==> config.mk <==
export PLATFORM = sky130hd
export DESIGN_NAME = gold_nic
export DESIGN_NICKNAME = d
export VERILOG_FILES = /design/src/rtl/gold_pkg.sv /design/src/rtl/gold_nic_buf.sv /design/src/rtl/gold_nic.sv
export SDC_FILE = /design/constraint.sdc
export NUM_CORES = 1
export LEC_CHECK = 0
export CAP_MARGIN = 10
export CORE_MARGIN = 1
export CORE_UTILIZATION = 40
export CTS_CLUSTER_DIAMETER = 40
export DETAILED_ROUTE_END_ITERATION = 8
export PLACE_DENSITY = 0.79
export SYNTH_ARGS = -nofsm -noshare
export SYNTH_HDL_FRONTEND = slang
export SYNTH_SLANG_ARGS = --single-unit
==> constraint.sdc <==
create_clock -name clk -period 8.9 [get_ports clk]
set_clock_uncertainty 0.2 [all_clocks]
set_input_delay 2.225 -clock clk [delete_from_list [all_inputs] [get_ports clk]]
set_output_delay 2.225 -clock clk [all_outputs]
set_load 0.02 [all_outputs]
==> src/rtl/gold_pkg.sv <==
// =============================================================================
// Package     : gold_pkg
// Description : Shared packet field positions and NIC register addresses.
// Revision    : 1.0 - initial release
// =============================================================================
`default_nettype none

package gold_pkg;

    localparam int VC_BIT      = 63;
    localparam int DIR_BIT     = 62;
    localparam int HOP_MSB     = 55;
    localparam int HOP_LSB     = 48;
    localparam int SRC_MSB     = 47;
    localparam int SRC_LSB     = 32;
    localparam int PAYLOAD_MSB = 31;
    localparam int PAYLOAD_LSB = 0;

    localparam logic [1:0] ADDR_IN_DATA  = 2'd0;
    localparam logic [1:0] ADDR_IN_STAT  = 2'd1;
    localparam logic [1:0] ADDR_OUT_DATA = 2'd2;
    localparam logic [1:0] ADDR_OUT_STAT = 2'd3;

endpackage

`default_nettype wire

==> src/rtl/gold_nic_buf.sv <==
// =============================================================================
// Module      : gold_nic_buf
// Description : Single-entry packet register with a full flag.
// Revision    : 1.0 - initial release
// =============================================================================
`default_nettype none

module gold_nic_buf
    import gold_pkg::*;
#(
    parameter int WIDTH = 64
) (
    input  logic             clk,
    input  logic             rst,
    input  logic             i_load,
    input  logic             i_clear,
    input  logic [WIDTH-1:0] i_data,
    output logic [WIDTH-1:0] o_data,
    output logic             o_full
);

    logic [WIDTH-1:0] r_data;
    logic             r_full;

    // Callers only load when empty and only clear when full, so the two never collide.
    always_ff @(posedge clk or posedge rst) begin
        if (rst) begin
            r_data <= '0;
            r_full <= 1'b0;
        end else if (i_load) begin
            r_data <= i_data;
            r_full <= 1'b1;
        end else if (i_clear) begin
            r_full <= 1'b0;
        end
    end

    assign o_data = r_data;
    assign o_full = r_full;

endmodule

`default_nettype wire

==> src/rtl/gold_nic.sv <==
// =============================================================================
// Module      : gold_nic
// Description : Processor-to-router network interface with one-entry in/out
//               buffers. Optional macro NIC_POLARITY_CHECK_EN gates injection
//               on the router polarity versus the packet VC bit.
// Revision    : 1.0 - initial release
// =============================================================================
`default_nettype none

module gold_nic
    import gold_pkg::*;
#(
    parameter int DATA_WIDTH = 64,
    parameter int ADDR_WIDTH = 2
) (
    input  logic                  clk,
    input  logic                  reset,
    input  logic [ADDR_WIDTH-1:0] addr,
    input  logic [DATA_WIDTH-1:0] d_in,
    output logic [DATA_WIDTH-1:0] d_out,
    input  logic                  nicEn,
    input  logic                  nicWrEn,
    output logic                  net_so,
    input  logic                  net_ro,
    output logic [DATA_WIDTH-1:0] net_do,
    input  logic                  net_si,
    output logic                  net_ri,
    input  logic [DATA_WIDTH-1:0] net_di,
    input  logic                  net_polarity
);

    logic                  w_rd;
    logic                  w_wr;
    logic                  w_in_load;
    logic                  w_in_clear;
    logic                  w_in_full;
    logic [DATA_WIDTH-1:0] w_in_buf;
    logic                  w_out_load;
    logic                  w_out_full;
    logic [DATA_WIDTH-1:0] w_out_buf;
    logic                  w_inject_ok;

    assign w_rd = nicEn & ~nicWrEn;
    assign w_wr = nicEn & nicWrEn;

    assign net_ri     = ~w_in_full;
    assign w_in_load  = net_si & ~w_in_full;
    assign w_in_clear = w_rd & (addr == ADDR_WIDTH'(ADDR_IN_DATA)) & w_in_full;

    // A write while full (including the cycle that sends) is dropped.
    assign w_out_load = w_wr & (addr == ADDR_WIDTH'(ADDR_OUT_DATA)) & ~w_out_full;

`ifdef NIC_POLARITY_CHECK_EN
    assign w_inject_ok = (w_out_buf[DATA_WIDTH-1] != net_polarity);
`else
    logic w_unused_polarity;
    assign w_unused_polarity = net_polarity;
    assign w_inject_ok       = 1'b1;
`endif

    assign net_so = w_out_full & net_ro & w_inject_ok;
    assign net_do = w_out_buf;

    gold_nic_buf #(
        .WIDTH (DATA_WIDTH)
    ) u_in_buf (
        .clk     (clk),
        .rst     (reset),
        .i_load  (w_in_load),
        .i_clear (w_in_clear),
        .i_data  (net_di),
        .o_data  (w_in_buf),
        .o_full  (w_in_full)
    );

    gold_nic_buf #(
        .WIDTH (DATA_WIDTH)
    ) u_out_buf (
        .clk     (clk),
        .rst     (reset),
        .i_load  (w_out_load),
        .i_clear (net_so),
        .i_data  (d_in),
        .o_data  (w_out_buf),
        .o_full  (w_out_full)
    );

    always_comb begin
        d_out = '0;
        if (w_rd) begin
            if (addr == ADDR_WIDTH'(ADDR_IN_DATA)) begin
                d_out = w_in_buf;
            end else if (addr == ADDR_WIDTH'(ADDR_IN_STAT)) begin
                d_out = {{(DATA_WIDTH-1){1'b0}}, w_in_full};
            end else if (addr == ADDR_WIDTH'(ADDR_OUT_STAT)) begin
                d_out = {{(DATA_WIDTH-1){1'b0}}, w_out_full};
            end
        end
    end

endmodule

`default_nettype wire
==> reports/metrics.csv, run 1 <==
metric,value,unit
drv_slew,0,
clkLatencyLatePin,410,ps
total_power,2.38,mW
synth-simple-area-share,8.31,%
leakage,3.77,nW
cts.path.max_buffers,2,
grt_max_degree,68,
dr.pass1.iters,4,
synth-edff-count,0,
dp.cells,782,
swShare,26.3,%
gp_congestion,0.780,
cts_made_buffers,17,
cts_setup_buffers,0,
crit_fanout,64,
arrival,4260,ps
power_frac_seq,38.6,%
required,6480,ps
cts_max_level,4,
fin_crit,6690,ps
port_buffers,265,
critPathLaunchType,primary input,
clockPowerShare,32.1,%
yosysWarningCount,0,
post_cts_resized,0,
via_count,3815,
slew_headroom,42.6,%
rrSetupSlack,6910,ps
cts_hold_buf,0,
drt-wirelength-per-cell,16.4,µm
synthXorXnorAreaFrac,0,%
yosysMostFrequentCell,dfrtp_1,
die_area,14400,µm²
grt_pass1_wl,21.5,mm
ys_seq_elements,130,
synth_cell_types,19,
fin_setup_tns,0,ps
syn_nets,493,
syn_area_per_cell,15.6,µm²
totalWireLength,13.4,mm
layout-area-overhead-vs-synth,61.4,%
drt_iter0_drc,117,
p_switching,0.627,mW
drive_above_1_share,26.8,%
grt_use_total,19.6,%
io_pins,267,
viasPerCell,4.69,
synth_common_cells,"dfrtp_1 (130), mux2_2 (80), and2_1 (64)",
detail-route-antenna-nets,0,
hold_class,reg -> reg,
rows,42,
synthCells,356,
synth_top_area_cell,dfrtp_1,
worstSetupPathType,in -> out,
grt_antenna_before_repair,0,
instances_no_fill,814,
place_area,8310,µm²
end_kind,primary output,
finalSetupViolations,0,
grt_pass1_vias,4116,
tightest_slew,860,ps
cts-root-buf,clkbuf_16,
maxCapViolations,0,
cts.sink_count,130,
muxShareOfSynthArea,29.4,%
holdPathStages,1,
dp_hpwl,9.63,mm
period_share,75.1,%
pre_cts_ws,2170,ps
fmax,150,MHz
fin_nets,762,
async_reset_ff_share,100,%
start_util,41.5,%
status,"complete, no violations",
synth_compound_area_share,0.405,%
tritoncts,done,
route.detailed.drc,0,
diodes,0,
core,13400,µm²
die_w,120,µm
rsz0062_at_grt,false,
p_int,1.75,mW
gr-total-overflow,0,
seq_area_frac_synth,58.5,%
synthAdderAreaFrac,0,%
clkTransAtPathRegs,50,ps
synth_flop_cell,dfrtp_1,
vdd_drop_max,0.125,mV
synth_area_leaders,"dfrtp_1 (59%), mux2_2 (16%), mux2_4 (13%)",
synth_top_family_by_area,multiplexers,
setup_ws,2210,ps
slowest_stage,clkdlybuf4s50_1,
r2r.worst_path.cells,3,
final_design_area_no_fill,8970,µm²
critical-path-max-stage-delay,620,ps
hold_violations,0,
synth_top_area_share,58.5,%
crit_top_cell,clkdlybuf4s50_1,
dieHeight,120,µm
synth_area,5560,µm²
path_cells,clkdlybuf4s50_1 > nand2b_4 > nor3_4 > buf_4 > and2_1 > clkdlybuf4s50_1,
comb_power_share,29.3,%
power.density,265,nW/µm²
## worst max-delay path: cells and delay by family
family / cells / cell delay [ps]
AND/OR/NAND/NOR: 3 / 400
buffers and inverters: 3 / 1600
## kinds of logic (layout without fill, tap and decap cells)
group                  after synthesis  after routing
and+or+nand+nor                     71             71
DFF                                130            130
AOI/OAI and AO/OA                    3              3
buffers and inverters               23            305
muxes                              129            129
## registers in the layout (all words and copies together), names as in the netlist
| signal | cells |
|---|---|
| u_out_buf.o_full | 1 |
| u_out_buf.o_data | 64 |
| u_in_buf.o_data | 64 |
| u_in_buf.o_full | 1 |
## per-layer routing
layer  global-route usage, %  part of all wire (%)
met3                    6.89                   7.7
met4                    9.06                   2.7
met2                    33.3                    51
met5                       0                     0
met1                    22.0                    39
## power by group through the flow
stage               Sequential (mW)  Clock (mW)  Combinational (mW)
floorplan                     0.987           0               0.339
global placement              0.913           0               0.687
detailed placement            0.929           0               0.705
CTS                           0.923       0.778               0.709
global route                  0.951       0.809               0.741
finish                        0.920       0.764               0.698
## path summary, 6_finish.rpt
kind | start | to
worst max-delay path | nicEn | d_out[9]
worst min-delay path | u_in_buf.o_data[24] | u_in_buf.o_data[24]
worst max register to register | u_in_buf.o_full | u_in_buf.o_data[15]
worst min register to register | u_in_buf.o_data[24] | u_in_buf.o_data[24]
max in group asynchronous | reset | u_out_buf.o_data[15]
min in group asynchronous | reset | u_out_buf.o_data[35]
## placed cells by master (no fill, tap or decap), drive strengths merged
cell,instances
clkinvlp,4
nor3b,1
nand2,1
nor3,2
a22oi,1
bufinv,5
clkdlybuf4s50,265
and2,64
a21o,1
mux2,129
buf,5
nor2b,1
inv,3
clkbuf,19
nand2b,1
clkinv,4
nor2,1
o21bai,1
dfrtp,130
## layout make-up
| class | count | area, µm² |
|---|---|---|
| Fill cell | 972 | 4430 |
| Inverter | 3 | 13.8 |
| Tap cell | 176 | 220 |
| Clock inverter | 13 | 208 |
| Clock buffer | 19 | 453 |
| Sequential cell | 130 | 3250 |
| Multi-Input combinational cell | 203 | 2130 |
| Timing Repair Buffer | 270 | 2690 |
## per-stage QoR
stage	hold WS [ps]	utilization, %
floorplan	272	-
global placement	281	62.0
detailed placement	287	62.0
CTS	299	67.0
global route	308	67.0
finish	294	67.0
No activity file was read; power rests on OpenSTA's default activity.
==> run 2, diff against run 1 <==
Settings changed: CORE_UTILIZATION 40 to 37, PLACE_DENSITY 0.79 to 0.77.
Clock period 8.9 ns to 6.1 ns, I/O delays scaled along.
==> run 2 against run 1 <==
  * First-iteration DRC count is 30% lower
  * Clock power is 44% higher
  * Setup slack worse by 1500 ps
  * Power is 46% higher
  * Largest cell class unchanged
  * Largest power group unchanged
==> reports/metrics.csv, run 2 (synthesis results as in run 1) <==
metric,value,unit
crit_start,addr[0],
grt_pass1_vias,4299,
cts-root-buf,clkbuf_16,
cts_made_buffers,17,
post_cts_resized,0,
pre_cts_ws,723,ps
leakage,3.78,nW
tightest_slew,782,ps
r2r.worst_path.cells,3,
crit_fanout,15,
route.detailed.drc,0,
detail-route-antenna-nets,0,
die_area,15500,µm²
drt_iter0_drc,82,
finalSetupViolations,0,
diodes,0,
clkTransAtPathRegs,50,ps
critical-path-max-stage-delay,620,ps
fin_nets,763,
crit_top_cell,clkdlybuf4s50_1,
status,"complete, no violations",
rows,44,
grt_pass1_wl,22.8,mm
cts.sink_count,130,
drt-wirelength-per-cell,16.8,µm
whs_endpoint,u_in_buf.o_data[20],
tritoncts,done,
viasPerCell,4.58,
clkLatencyLatePin,410,ps
worstSetupPathType,in -> out,
hold_violations,0,
grt_antenna_before_repair,0,
setup_ws,733,ps
rsz0062_at_grt,false,
drv_slew,0,
layout-area-overhead-vs-synth,61.9,%
required,4380,ps
min_from,u_in_buf.o_data[20],
critPathLaunchType,primary input,
r2r-end,u_in_buf.o_data[21],
gp_congestion,0.742,
grt_use_total,18.7,%
period_share,88.0,%
io_pins,267,
dieHeight,125,µm
cts.path.max_buffers,2,
dp.cells,791,
maxCapViolations,0,
final_cell_mix,"clkdlybuf4s50_1 (265), dfrtp_1 (130), mux2_2 (80), and2_1 (64), mux2_4 (49)",
arrival,3640,ps
cts_setup_buffers,0,
holdPathStages,1,
vdd_drop_max,0.246,mV
final_design_area_no_fill,9000,µm²
end_kind,primary output,
critPathBufInv,3,
drive_above_1_share,26.8,%
slowest_stage,clkdlybuf4s50_1,
fin_crit,5370,ps
grt_max_degree,56,
final_common_cell,clkdlybuf4s50_1,
path_cells,clkdlybuf4s50_1 > nand2b_4 > nor3_4 > buf_4 > and2_1 > clkdlybuf4s50_1,
rr_startpoint,u_in_buf.o_full,
via_count,3768,
slew_headroom,47.8,%
dr.pass1.iters,4,
fin_setup_tns,0,ps
rrSetupSlack,3720,ps
instances_no_fill,823,
dp_hpwl,9.89,mm
core,14600,µm²
cts_max_level,4,
cpLargestDelayFamily,buffers and inverters,
start_util,38.1,%
hold_class,reg -> reg,
port_buffers,265,
power.density,385,nW/µm²
cts_hold_buf,0,
die_w,125,µm
place_area,8350,µm²
gr-total-overflow,0,
totalWireLength,13.8,mm
fmax,186,MHz
## run 2: worst max-delay path by stage
stage / end / depth (start not counted)
2_1_floorplan: u_in_buf.o_data[0] / 1
3_3_place_gp: d_out[41] / 6
3_5_place_dp: d_out[41] / 6
4_1_cts: d_out[41] / 6
5_1_grt: d_out[35] / 6
6_report: d_out[35] / 6
## run 2: worst reg2reg max path: cells and delay by family, from the launching register on
family / cells / cell delay (ps)
and+or+nand+nor: 1 / 640
buffers and inverters: 1 / 580
muxes: 1 / 420
DFF: 1 / 410
## run 2: cell type report
cell class	count	area (µm²)
fill	1108	5590
sequential	130	3250
timing repair buffer	271	2720
multi-input combinational	203	2130
clock buffer	23	498
tap	184	230
clock inverter	9	150
inverter	3	13.8
## run 2: stage by stage
stage | hold WS, ps | total power, mW | utilization, %
detailed placement | 287 | 2.40 | 57.3
global route | 306 | 3.64 | 61.7
floorplan | 272 | 1.93 | -
global placement | 280 | 2.34 | 57.3
finish | 292 | 3.47 | 61.7
CTS | 299 | 3.52 | 61.7
## run 2: where the power goes
| group | total, mW | internal [mW] | switching (mW) | leakage, nW |
|---|---|---|---|---|
| Sequential | 1.34 | 1.19 | 0.156 | 1.55 |
| Combinational | 1.03 | 0.629 | 0.400 | 1.92 |
| Clock | 1.10 | 0.736 | 0.362 | 0.315 |
## run 2: metal layers
| metal | GRT usage [%] | part of all wire, % | up-vias |
|---|---|---|---|
| li1 | - | - | 1753 |
| met5 | 0 | 0 | - |
| met2 | 31.8 | 52 | 140 |
| met1 | 21.6 | 40 | 1858 |
| met3 | 7.04 | 7.2 | 17 |
| met4 | 6.45 | 1.4 | 0 |
==> run 3, diff against run 2 <==
Clock period 6.1 ns to 4.8 ns, I/O delays scaled along.
==> run 3 against run 2 <==
  * Sequential power rose by 28%
  * Via count fell by 0.42%
  * Critical endpoint is now d_out[4]
  * Clock power rose by 11%
  * Power rose by 22%
  * Highest routed layer unchanged
  * Wire length fell by 2.3%
==> reports/metrics.csv, run 3 (synthesis results as in run 1) <==
metric,value,unit
grt_pass1_vias,4126,
arrival,3070,ps
grt_antenna_before_repair,0,
power.density,473,nW/µm²
gp_congestion,0.716,
cts_setup_buffers,0,
slowest_stage,clkdlybuf4s50_1,
dieHeight,125,µm
drv_slew,0,
cts_made_buffers,17,
hold_class,reg -> reg,
final_cell_mix,"clkdlybuf4s50_1 (265), dfrtp_1 (130), mux2_2 (80), and2_1 (64), mux2_4 (49)",
min_from,u_in_buf.o_data[2],
drt-wirelength-per-cell,16.4,µm
clockPowerShare,28.8,%
period_share,93.2,%
grt_use_total,17.9,%
layout-area-overhead-vs-synth,60.7,%
critical-path-max-stage-delay,620,ps
tritoncts,done,
hold_violations,0,
cts-root-buf,clkbuf_16,
post_cts_resized,0,
r2r.worst_path.cells,3,
vdd_drop_max,0.261,mV
required,3400,ps
setup_ws,328,ps
die_w,125,µm
status,"complete, no violations",
grt_max_degree,61,
whs_endpoint,u_in_buf.o_data[2],
final_common_cell,clkdlybuf4s50_1,
rr_startpoint,u_out_buf.o_full,
slew_headroom,58.0,%
fin_nets,765,
r2r-end,u_out_buf.o_data[58],
crit_fanout,33,
dr.pass1.iters,4,
totalWireLength,13.5,mm
critPathLaunchType,primary input,
dp_hpwl,9.69,mm
tightest_slew,628,ps
p_int,3.09,mW
p_switching,1.14,mW
gr-total-overflow,0,
post-route-util,61.2,%
clkTransAtPathRegs,50,ps
crit_top_cell,clkdlybuf4s50_1,
comb_power_share,30.8,%
clkLatencyLatePin,400,ps
hold_ws,296,ps
via_count,3752,
core,14600,µm²
leakage,3.74,nW
cts.sink_count,130,
rrSetupSlack,2600,ps
power_frac_seq,40.3,%
fmax,224,MHz
route.detailed.drc,0,
cts.path.max_buffers,2,
grt_pass1_wl,21.6,mm
detail-route-antenna-nets,0,
finalSetupViolations,0,
port_buffers,265,
rows,44,
total_power,4.23,mW
end_kind,primary output,
path_cells,clkdlybuf4s50_1 > nand2b_4 > nor3_4 > buf_4 > and2_1 > clkdlybuf4s50_1,
holdPathStages,1,
io_pins,267,
cts_hold_buf,0,
drive_above_1_share,26.0,%
fin_crit,4470,ps
viasPerCell,4.56,
worstSetupPathType,in -> out,
rsz0062_at_grt,false,
swShare,26.9,%
die_area,15500,µm²
diodes,0,
cts_max_level,4,
maxCapViolations,0,
fin_setup_tns,0,ps
pre_cts_ws,304,ps
drt_iter0_drc,117,
start_util,38.1,%
run 3: cell count changes in the layout (fill, tap and decap cells not counted), sizes merged:
cell	before	now
buf	6	8
bufinv	4	2
clkbuf	23	24
clkinv	3	1
clkinvlp	2	3
inv	3	2
run 3: layer usage:
| metal | routed length, µm | share of wire, % | vias up | global-route usage [%] |
|---|---|---|---|---|
| met1 | 5450 | 40 | 1834 | 20.8 |
| met5 | 0 | 0 | - | 0 |
| li1 | - | - | 1756 | - |
| met2 | 6840 | 51 | 145 | 30.5 |
| met3 | 929 | 6.9 | 17 | 5.58 |
| met4 | 254 | 1.9 | 0 | 7.58 |
run 3: layout make-up:
type,instances,area (µm²)
clock inverter,5,80.1
fill,1102,5650
clock buffer,24,472
sequential,130,3250
inverter,3,15.0
tap,184,230
timing repair buffer,273,2750
multi-input combinational,203,2130
run 3: power by group through the flow:
stage	Sequential (mW)	Clock, mW	Combinational, mW
finish	1.71	1.22	1.30
global route	1.77	1.30	1.39
CTS	1.71	1.26	1.32
detailed placement	1.72	0	1.32
floorplan	1.83	0	0.629
global placement	1.70	0	1.28
run 3: per-stage QoR:
step,cell area [µm²],cells
finish,8930,822
global route,8930,822
CTS,8910,821
detailed placement,8360,792
global placement,8360,792
floorplan,5560,356
run 3: critical path, delay by kind of cell:
| family | cells | cell delay, ps |
|---|---|---|
| buffers and inverters | 3 | 1380 |
| and+or+nand+nor | 3 | 480 |
run 3: how the worst max path moves through the flow:
stage	from	endpoint	cells after the start
after floorplan	addr[0]	d_out[54]	4
after global placement	addr[0]	d_out[36]	6
after detailed placement	addr[0]	d_out[60]	6
after CTS	addr[0]	d_out[60]	6
after global routing	addr[0]	d_out[11]	6
final	addr[0]	d_out[4]	6
